**config.mk**
```make
export PLATFORM = sky130hd
export DESIGN_NAME = cp0_regfile
export DESIGN_NICKNAME = d
export VERILOG_FILES = /design/src/rtl/cp0_regfile_pkg.sv /design/src/rtl/cp0_regfile.sv
export SDC_FILE = /design/constraint.sdc
export NUM_CORES = 1
export LEC_CHECK = 0
export CAP_MARGIN = 20
export CORE_MARGIN = 10
export CORE_UTILIZATION = 40
export DETAILED_ROUTE_END_ITERATION = 12
export HOLD_SLACK_MARGIN = 0.02
export PLACE_DENSITY_LB_ADDON = 0.1
export SLEW_MARGIN = 40
export SYNTH_ARGS = -nofsm -noshare
export SYNTH_HDL_FRONTEND = slang
export SYNTH_SLANG_ARGS = --single-unit
```
**constraint.sdc**
```tcl
create_clock -name clk -period 3.05 [get_ports clk]
set_input_delay 0.61 -clock clk [delete_from_list [all_inputs] [get_ports clk]]
set_output_delay 0.61 -clock clk [all_outputs]
set_load 0.01 [all_outputs]
```
**src/rtl/cp0_regfile_pkg.sv**
```systemverilog
// Shared CP0 definitions: register numbers, field positions, handler address
// and exception codes used by the register file and its surroundings.
package cp0_regfile_pkg;

    localparam logic [4:0] CP0_SR    = 5'd12;
    localparam logic [4:0] CP0_CAUSE = 5'd13;
    localparam logic [4:0] CP0_EPC   = 5'd14;
    localparam logic [4:0] CP0_PRID  = 5'd15;

    localparam int SR_IM_LSB     = 10;
    localparam int SR_IM_MSB     = 15;
    localparam int SR_EXL_BIT    = 1;
    localparam int SR_IE_BIT     = 0;
    localparam int CAUSE_BD_BIT  = 31;
    localparam int CAUSE_IP_LSB  = 10;
    localparam int CAUSE_IP_MSB  = 15;
    localparam int CAUSE_EXC_LSB = 2;
    localparam int CAUSE_EXC_MSB = 6;

    localparam logic [31:0] SR_MASK    = 32'h0000_FC03;
    localparam logic [31:0] CAUSE_MASK = 32'h8000_FC7C;

    localparam logic [31:0] HANDLER_ADDR = 32'h0000_4180;

    typedef enum logic [4:0] {
        EXC_INT  = 5'd0,
        EXC_ADEL = 5'd4,
        EXC_ADES = 5'd5,
        EXC_RI   = 5'd10,
        EXC_OV   = 5'd12
    } exc_code_e;

    // A delay-slot instruction restarts at its branch so the branch re-executes.
    function automatic logic [31:0] epc_target(input logic [31:0] pc, input logic bd);
        return bd ? (pc - 32'd4) : pc;
    endfunction

endpackage

```
**src/rtl/cp0_regfile.sv**
```systemverilog
// CP0 register file (SR, Cause, EPC, PRId) with the M-stage exception /
// interrupt request arbiter feeding the next-PC selector.
module cp0_regfile
    import cp0_regfile_pkg::*;
#(
    parameter logic [31:0] PRID     = 32'h0000_2019,
    parameter logic [4:0]  EXC_NONE = 5'd0
) (
    input  logic        clk,
    input  logic        reset,
    input  logic [4:0]  rd_addr,
    input  logic [4:0]  wr_addr,
    input  logic [31:0] wr_data,
    input  logic        we,
    input  logic [31:0] pc_m,
    input  logic        bd_m,
    input  logic [4:0]  exc_code_m,
    input  logic [5:0]  hw_int,
    input  logic        eret,
    output logic        req,
    output logic [31:0] epc,
    output logic [31:0] rd_data
);

    logic [5:0]  r_sr_im;
    logic        r_sr_exl;
    logic        r_sr_ie;
    logic        r_cause_bd;
    logic [5:0]  r_cause_ip;
    logic [4:0]  r_cause_exc;
    logic [31:0] r_epc;

    logic        w_int_pend;
    logic        w_exc_pend;
    logic [31:0] w_sr;
    logic [31:0] w_cause;

    assign w_int_pend = (|(hw_int & r_sr_im)) & r_sr_ie & ~r_sr_exl;
    assign w_exc_pend = (exc_code_m != EXC_NONE) & ~r_sr_exl;
    assign req        = w_int_pend | w_exc_pend;
    assign epc        = r_epc;

    always_ff @(posedge clk) begin
        if (reset) begin
            r_sr_im     <= '0;
            r_sr_exl    <= 1'b0;
            r_sr_ie     <= 1'b0;
            r_cause_bd  <= 1'b0;
            r_cause_ip  <= '0;
            r_cause_exc <= '0;
            r_epc       <= '0;
        end else begin
            r_cause_ip <= hw_int;
            if (req) begin
                r_sr_exl    <= 1'b1;
                r_cause_exc <= w_int_pend ? EXC_INT : exc_code_m;
                r_cause_bd  <= bd_m;
                r_epc       <= epc_target(pc_m, bd_m);
            end else begin
                if (we) begin
                    case (wr_addr)
                        CP0_SR: begin
                            r_sr_im  <= wr_data[SR_IM_MSB:SR_IM_LSB];
                            r_sr_exl <= wr_data[SR_EXL_BIT];
                            r_sr_ie  <= wr_data[SR_IE_BIT];
                        end
                        CP0_EPC: r_epc <= wr_data;
                        default: ;
                    endcase
                end
                // eret clears EXL after any same-cycle SR write.
                if (eret) r_sr_exl <= 1'b0;
            end
        end
    end

    always_comb begin
        w_sr = '0;
        w_sr[SR_IM_MSB:SR_IM_LSB] = r_sr_im;
        w_sr[SR_EXL_BIT]          = r_sr_exl;
        w_sr[SR_IE_BIT]           = r_sr_ie;
    end

    always_comb begin
        w_cause = '0;
        w_cause[CAUSE_BD_BIT]                = r_cause_bd;
        w_cause[CAUSE_IP_MSB:CAUSE_IP_LSB]   = r_cause_ip;
        w_cause[CAUSE_EXC_MSB:CAUSE_EXC_LSB] = r_cause_exc;
    end

    always_comb begin
        rd_data = '0;
        case (rd_addr)
            CP0_SR:    rd_data = w_sr;
            CP0_CAUSE: rd_data = w_cause;
            CP0_EPC:   rd_data = r_epc;
            CP0_PRID:  rd_data = PRID;
            default:   rd_data = '0;
        endcase
    end

endmodule

```
==> out/results.ini, run 1 <==
[sta]
min_period_ps=2960
worstMarginPinSlew_ps=577
min_period_over_period=0.969
finalHoldViolations=0
finClkSkew_ps=5.25
maxSlewHeadroom=0.615
rsz0062_at_grt=false
slew_violations=0
final.setup.tns_ps=0
setup-violations-final=0
fmax_mhz=338

[cells_and_area]
multi_input_area_um2=2050
diodes=0
fin_area_um2=5110
drive_gt1_frac=0.0830
nNetsFinal=633
seqCellArea_um2=1040
fillerInstances=667
syn_to_final_growth_pct=60.3

[power_and_ir_drop]
p_int_mw=1.33
switching_share=0.263
vdd_drop_max_v=0.000202
clkPwrFrac=0.308
leakage_nw=2.11
combPwrFrac=0.265
seq_power_share=0.426
power_density_nw_per_um2=352
p_switching_mw=0.474

[detailed_routing]
via_count=3346
drt_pass1_iterations=4
via_per_inst=5.20
routedWlPerCell_um=18.0
drc=0
wl_um=11600
drt_iter0_drc=116
postRouteAntennaNets=0

[setup_path]
crit_arrival_ps=2350
critical_path_buf_inv_count=4
crit_cells=7
crit_fanout=2
endpoint_kind=output pin
r2r-start=r_sr_im[1]
cp.required_ps=2440
cp-start-kind=input pin
crit_path_cell_trace=clkdlybuf4s50_1 > or4_1 > o21ai_2 > buf_4 > and2_2 > clkinv_1 > dlygate4sd2_1
critPathTopFamily=buffers and inverters
cp_slowest_cell=or4_1
ff2ff_path_depth=6
crit_type=input pin to output pin
slowest_delay_ps=540
crit_start=exc_code_m[1]

[synthesis]
synth_warnings=0
synth.top_cell.area_share=0.326
async_flop_share=0
yosys_register_bits=52
yosys-top-cells-area=dfxtp_1, mux2i_1, xnor2_1, nor2_1, a211oi_1
synth_common_cells=dfxtp_1, nor2_1, mux2i_1
synth.most_common_cell=dfxtp_1
synth_cell_type_count=45
synth_edf_count=0
synth_largest_area_cell=dfxtp_1
syn_avg_cell_area_um2=8.37
syn_nets=472
syn_inst=381
synth_ff_type=dfxtp_1
ys_seq_area_frac=0.326
syn_area_um2=3190

[die]
num_rows=32
coreArea_um2=7730
dieHeight_um=109
die-area_um2=11900
die-width_um=109
ios=155
initial_core_util=0.413

[global_route]
antenna_found_initial=0
grt_max_degree=56
grt-ovfl-total=0
grt_usage=0.186
grt_pass1_vias=3419
grt_pass1_wl_um=18100

[worst_hold_path]
hold_depth=2
hold_class=flip-flop to flip-flop
holdCritStartpoint=r_cause_exc[1]

[placed_design]
place.gp.congestion=0.815
placed_cell_area_um2=4930
hpwl_um=9050
portBuffers=154

[clock_network]
cts-buffers-inserted=5
cts.path.max_buffers=2
clk_pin_slew_ps=90
cts_num_sinks=52
clock-root-buffer=clkbuf_8
cts_tree=done
clk_latency_ps=300
h-tree-depth=2

[run]
cap_violations=0

[run_status]
status=complete, no violations

stage by stage:
stage          hold slack, ps  setup WS, ps  std cells  utilization  total power, mW
3_3_place_gp              436          -151        635        0.638             1.25
4_1_cts                   457          3.20        642        0.656             1.82
2_1_floorplan             429           574        381            -            0.972
5_1_grt                   474          11.5        644        0.662             1.89
3_5_place_dp              444          -153        635        0.638             1.26
6_report                  455          94.8        644        0.662             1.80
layout by cell type, fill, tap and decap left out, types with 6 or more instances in the layout:
cell,synthesis,final
nand2_1,14,14
dfxtp_1,52,52
clkdlybuf4s50_1,0,146
a21o_1,11,11
or3_1,6,6
nor4_1,7,7
mux2i_1,44,44
nor3_1,12,12
a211oi_1,19,19
o21ai_0,7,6
buf_4,0,24
nor2b_1,13,10
nor2_1,46,46
a21oi_1,28,28
and2_1,20,19
xnor2_1,21,21
nand3_1,8,7
cell type report:
class                   count  area share
inverters                   4     0.00294
clock inverters             2      0.0117
flip-flops and latches     52       0.204
repair buffers            180       0.341
clock buffers               5      0.0135
multi-input cells         299       0.402
well taps                 102      0.0250
path summary, 6_finish.rpt:
path	to	slack [ps]
max	req	90
min	r_cause_exc[1]	460
max reg2reg	epc[11]	870
min reg2reg	r_cause_exc[1]	460
state kept, by name (all words and copies together), names as in the netlist:
name,cells
r_sr_im,6
epc,32
r_cause_exc,5
r_cause_bd,1
r_cause_ip,6
r_sr_ie,1
r_sr_exl,1
worst min-delay path: cells and delay by family (launching register included):
family | cells | cell delay (ps)
AO/OA/AOI/OAI | 1 | 50
flip-flops | 1 | 320
AND/OR/NAND/NOR | 1 | 50
per-layer routing:
layer  vias to the layer above  track usage  share of wire
met5                         -            0              0
met4                         0       0.0297         0.0089
met3                         8       0.0597          0.074
met2                        98        0.328           0.49
met1                      1547        0.220           0.43
li1                       1693            -              -
timing repair:
item,CTS,global route
cloned,0,1
pin swaps,0,0
endpoints found under the setup margin,18,24
setup buffers,0,1
resized for setup,7,12
hold buffers,0,0
power groups by stage:
stage / Sequential [mW] / Combinational, mW / Clock [mW]
floorplan: 0.793 / 0.179 / 0
global placement: 0.781 / 0.471 / 0
detailed placement: 0.783 / 0.477 / 0
CTS: 0.768 / 0.479 / 0.571
global route: 0.775 / 0.520 / 0.590
finish: 0.768 / 0.478 / 0.556
kinds of logic (layout without fill, tap and decap cells):
family / after synthesis / after routing / synth area share
buffers and inverters: 30 / 191 / 0.0381
muxes: 46 / 46 / 0.145
AOI/OAI and AO/OA: 83 / 83 / 0.173
adders and majority gates: 1 / 1 / 0.00392
DFF: 52 / 52 / 0.326
and+or+nand+nor: 145 / 145 / 0.247
xor gates and xnor gates: 24 / 24 / 0.0659
(Power assumes the default switching activity.)
==> run 2, diff against run 1 <==
CORE_MARGIN = 5   (was 10)
==> run 2 against run 1 <==
  * Non-clock buffer count down 3
  * Clock skew down 1.3 ps
  * Total power down 8.5%
  * Worst hold slack better by 2.8 ps
  * Critical endpoint is now rd_data[22]
==> out/results.ini, run 2 (synthesis results as in run 1) <==
[sta]
finalHoldViolations=0  ; unchanged
slew_violations=0  ; unchanged
min_period_ps=2950  ; -4.75 ps
maxSlewHeadroom=0.616  ; about the same
fmax_mhz=339  ; +0.16%
finClkSkew_ps=3.94  ; -1.31 ps
setup-violations-final=0  ; unchanged
min_period_over_period=0.967  ; -0.00156
worstMarginPinSlew_ps=577  ; -0.278 ps
timing.hold.ws_ps=458  ; +2.80 ps
rsz0062_at_grt=false
worst_slack_ps=99.5  ; +4.75 ps

[placed_design]
place.gp.congestion=0.854  ; +4.8%
pre_cts_ws_ps=-151  ; +2.46 ps
portBuffers=154  ; unchanged
hpwl_um=8330  ; -7.9%

[setup_path]
slowest_delay_ps=530  ; about the same
reg2reg_to=epc[11]
cp.required_ps=2440  ; about the same
crit_cells=6  ; -1
endpoint_kind=output pin
critPathTopFamily=buffers and inverters
worstSetupEndpoint=rd_data[22]
crit_start=rd_addr[4]
cp_slowest_cell=clkdlybuf4s50_1
crit_fanout=9  ; +7
r2r_slack_ps=850  ; -20 ps
crit_path_cell_trace=clkdlybuf4s50_1 > nand3b_1 > nor2b_4 > buf_6 > and2_1 > clkdlybuf4s50_1
crit_type=input pin to output pin
critical_path_buf_inv_count=3  ; -1
cpMostUsedCell=clkdlybuf4s50_1
crit_arrival_ps=2340  ; about the same
ff2ff_path_depth=6  ; unchanged
cp-start-kind=input pin
r2r-start=r_sr_im[1]

[cells_and_area]
fillerInstances=695  ; +4.2%
drive_gt1_frac=0.0759  ; -0.00710
nNetsFinal=630  ; -0.47%
layout_commonest_cell=clkdlybuf4s50_1
syn_to_final_growth_pct=58.9
utilization=0.656  ; -0.00583
largest_reg_flops=32  ; unchanged
final_cell_mix=clkdlybuf4s50_1, dfxtp_1, nor2_1
diodes=0  ; unchanged

[clock_network]
cts-buffers-inserted=5  ; unchanged
h-tree-depth=2  ; unchanged
clock-root-buffer=clkbuf_8
clk_latency_ps=310  ; about the same
clk_pin_slew_ps=100  ; about the same
post-cts-setup-buffers=0  ; unchanged
cts_num_sinks=52  ; unchanged
cts_tree=done
cts.path.max_buffers=2  ; unchanged

[die]
die-area_um2=9860  ; -17%
ios=155  ; unchanged
dieHeight_um=99.3  ; -9.1%
initial_core_util=0.413  ; unchanged
die-width_um=99.3  ; -9.1%
coreArea_um2=7730  ; unchanged
num_rows=32  ; unchanged

[detailed_routing]
postRouteAntennaNets=0  ; unchanged
via_per_inst=5.28  ; +1.7%
drc=0  ; unchanged
via_count=3391  ; +1.3%
routedWlPerCell_um=17.2  ; -4.7%
wl_um=11000  ; -5.0%
drt_pass1_iterations=4  ; unchanged
drt_iter0_drc=102  ; -12%

[global_route]
grt_usage=0.212  ; +0.0258
grt-ovfl-total=0  ; unchanged
grt_pass1_vias=3445  ; +0.76%
grt_pass1_wl_um=17100  ; -5.6%
grt_max_degree=56  ; unchanged
antenna_found_initial=0  ; unchanged

[power_and_ir_drop]
leakage_nw=2.06  ; -2.3%
vdd_drop_max_v=0.000155  ; -23%
power_density_nw_per_um2=325  ; -7.7%

[worst_hold_path]
hold_class=flip-flop to flip-flop
holdCritStartpoint=r_cause_exc[1]

[run]
cap_violations=0  ; unchanged

[run_status]
status=complete, no violations

[run 2: cell types whose count changed in the layout (fill, tap and decap cells not counted)]
cell             delta
buf_4               -3
buf_2               -1
bufinv_16           -2
clkbuf_1            +1
clkinvlp_4          +1
clkbuf_16           +1
clkdlybuf4s50_1     +1
o21ai_1             +1
dlygate4sd2_1       -1
clkinv_4            +1
o21ai_2             -1
[run 2: routing by layer]
metal / share of wire / vias up / global-route usage / wire [µm]
met2: 0.50 / 115 / 0.373 / 5480
met1: 0.42 / 1572 / 0.260 / 4620
li1: - / 1694 / - / -
met3: 0.076 / 10 / 0.0526 / 840
met5: 0 / - / 0 / 0
met4: 0.0090 / 0 / 0.0494 / 99
[run 2: worst min-delay path by stage]
stage,endpoint,depth (start not counted)
floorplan,r_cause_exc[1],2
finish,r_cause_exc[1],2
global route,r_cause_exc[1],2
CTS,r_cause_exc[2],2
global placement,r_cause_exc[2],2
detailed placement,r_cause_exc[2],2
[run 2: area by class of cell]
type                            count  area, µm²  share of cell area
Multi-Input combinational cell    299       2050               0.405
Clock inverter                      2       16.3             0.00321
Timing Repair Buffer              177       1740               0.344
Clock buffer                        6       72.6              0.0143
Sequential cell                    52       1040               0.205
Tap cell                          102        128              0.0252
Inverter                            4       15.0             0.00296
[run 2: through the flow]
| stage | instance area (µm²) | std cells | power (mW) | TNS, ps |
|---|---|---|---|---|
| 2_1_floorplan | 3190 | 381 | 0.972 | 0 |
| 3_3_place_gp | 4910 | 632 | 1.25 | -189 |
| 3_5_place_dp | 4910 | 632 | 1.26 | -227 |
| 4_1_cts | 5010 | 640 | 1.66 | 0 |
| 5_1_grt | 5070 | 642 | 1.73 | 0 |
| 6_report | 5070 | 642 | 1.65 | 0 |
[run 2: power by group]
group / internal, mW / switching [mW]
combinational: 0.273 / 0.203
sequential: 0.731 / 0.0391
clock: 0.164 / 0.240
total: 1.17 / 0.482
[run 2: worst register-to-register path, stage by stage (launching register included)]
cell	delay [ps]
dfxtp_1	350
a22o_1	250
o311ai_0	390
and2_2	240
buf_4	480
nor2_1	200
a211oi_1	220
[run 2: timing repair]
action | 4_1_cts | 5_1_grt
hold buffers | 0 | 0
endpoints found under the setup margin | 26 | 22
endpoints found under the hold margin | 0 | 0
cloned | 0 | 2
resized for setup | 6 | 11
==> run 3, diff against run 2 <==
CORE_MARGIN = not set   (was 5)
CTS_CLUSTER_SIZE = 14   (was not set)
==> run 3 against run 2 <==
  * Sequential share of layout area rose by 0.12 points
  * Via count fell by 0.86%
  * Count of clock-buffer cells in the layout decreased by 1
  * Worst hold slack is essentially flat
  * Setup slack got worse by 36 ps
  * Cell count unchanged
  * Clock power fell by 3%
  * Largest power group unchanged
  * Highest routed layer unchanged
  * Global-route usage increased by 3.9 points
==> out/results.ini, run 3 (synthesis results as in run 1) <==
[cells_and_area]
syn_to_final_growth_pct=57.9
fin_area_um2=5040  ; -0.59%
multi_input_area_um2=2040  ; -0.61%
nNetsFinal=630  ; unchanged
final_cell_mix=clkdlybuf4s50_1, dfxtp_1, nor2_1
largest_reg_flops=32  ; unchanged
fillerInstances=666  ; -4.2%
drive_gt1_frac=0.0759  ; unchanged
diodes=0  ; unchanged
layout_commonest_cell=clkdlybuf4s50_1
seqCellArea_um2=1040  ; unchanged

[sta]
timing.hold.ws_ps=458  ; +0.0310 ps
maxSlewHeadroom=0.617  ; +0.00178
finClkSkew_ps=7.64  ; +3.70 ps
fmax_mhz=335  ; -1.2%
min_period_over_period=0.979  ; +0.0118
slew_violations=0  ; unchanged
finalHoldViolations=0  ; unchanged
rsz0062_at_grt=true
worstMarginPinSlew_ps=566  ; -10.6 ps
min_period_ps=2990  ; +35.9 ps
setup-violations-final=0  ; unchanged

[placed_design]
portBuffers=154  ; unchanged
hpwl_um=7730  ; -7.2%
place.gp.congestion=0.841  ; -1.6%
placed_cell_area_um2=4940  ; +0.51%

[clock_network]
h-tree-depth=2  ; unchanged
cts-buffers-inserted=5  ; unchanged
cts.path.max_buffers=2  ; unchanged
cts_tree=done
cts_num_sinks=52  ; unchanged
cts-hold-fix-buffers=0  ; unchanged
clock-root-buffer=clkbuf_8
clk_pin_slew_ps=100  ; about the same
clk_latency_ps=300  ; about the same

[setup_path]
cp-start-kind=input pin
crit_type=input pin to output pin
crit_arrival_ps=2380  ; +40 ps
crit_path_cell_trace=clkdlybuf4s50_1 > nor2b_2 > nor2b_2 > buf_6 > and2_1 > clkdlybuf4s50_1
slowest_delay_ps=550  ; +20 ps
crit_fanout=18  ; +9
critPathTopFamily=buffers and inverters
cp_slowest_cell=clkdlybuf4s50_1
cp.required_ps=2440  ; about the same
endpoint_kind=output pin
critical_path_buf_inv_count=3  ; unchanged

[detailed_routing]
routedWlPerCell_um=15.7  ; -8.6%
drt_iter0_drc=119  ; +17%
via_per_inst=5.24  ; -0.86%
postRouteAntennaNets=0  ; unchanged
wl_um=10100  ; -8.6%
via_count=3362  ; -0.86%
drt_pass1_iterations=4  ; unchanged
drc=0  ; unchanged

[global_route]
grt-ovfl-total=0  ; unchanged
grt_usage=0.251  ; +0.0390
grt_pass1_wl_um=16800  ; -1.6%
grt_max_degree=56  ; unchanged
grt_pass1_vias=3370  ; -2.2%
antenna_found_initial=0  ; unchanged

[die]
num_rows=32  ; unchanged
ios=155  ; unchanged
dieHeight_um=91.3  ; -8.1%
die-area_um2=8330  ; -15%
initial_core_util=0.413  ; unchanged
coreArea_um2=7730  ; unchanged
die-width_um=91.3  ; -8.1%

[worst_hold_path]
hold_class=flip-flop to flip-flop

[run]
cap_violations=0  ; unchanged

[power_and_ir_drop]
leakage_nw=2.03  ; -1.4%
power_mw=1.64  ; -0.80%
vdd_drop_max_v=0.000155  ; +0.47%
power_density_nw_per_um2=325  ; -0.21%

[run_status]
status=complete, no violations

## run 3: cell types whose count changed in the layout (fill, tap and decap cells not counted), sizes merged, moves of 2 or more
cell,before,now
clkinv,2,4
dlymetal6s2s,3,1
dlygate4sd2,3,0
clkbuf,7,5
clkdlybuf4s50,147,151
## run 3: metrics by stage
| stage | cells | TNS (ps) | setup slack, ps | utilization |
|---|---|---|---|---|
| floorplan | 381 | 0 | 574 | - |
| global placement | 634 | -149 | -149 | 0.639 |
| detailed placement | 634 | -132 | -132 | 0.639 |
| CTS | 642 | 0 | 28.4 | 0.651 |
| global route | 642 | -21.5 | -11.3 | 0.652 |
| finish | 642 | 0 | 63.6 | 0.652 |
## run 3: layer usage
metal  track usage  vias up  part of all wire
li1              -     1683                 -
met1         0.317     1570              0.44
met2         0.447      100              0.49
met3        0.0452        9             0.062
met4        0.0489        0            0.0083
met5             0        -                 0
## run 3: tightest hold or removal path, cell delays in order (launching register included)
cell,delay (ps)
dfxtp_1,320
nand2_1,50
a21oi_1,50
## run 3: report_power, final
group          internal, mW  total, mW  switching [mW]
registers             0.730      0.770          0.0390
logic                 0.272      0.473           0.201
clock network         0.161      0.393           0.233
total                  1.16       1.64           0.473
## run 3: final cells by class
type,count,share of cell area
Timing Repair Buffer,177,0.343
Clock buffer,5,0.0137
Tap cell,102,0.0253
Clock inverter,3,0.00373
Inverter,4,0.00298
Multi-Input combinational cell,299,0.405
Sequential cell,52,0.207
## run 3: worst paths after layout
check	to	start	cells past startpoint	slack (ps)
worst max register to register	epc[10]	r_sr_im[1]	6	910
worst min register to register	r_cause_exc[1]	r_cause_exc[1]	2	460
worst min-delay path	r_cause_exc[1]	r_cause_exc[1]	2	460
worst max-delay path	rd_data[16]	rd_addr[1]	6	60
## run 3: timing repair
action,4_1_cts,5_1_grt
resized for setup,3,5
setup endpoints to repair,14,19
endpoints found under the hold margin,0,0
pin swaps,0,0
buffers inserted,0,0
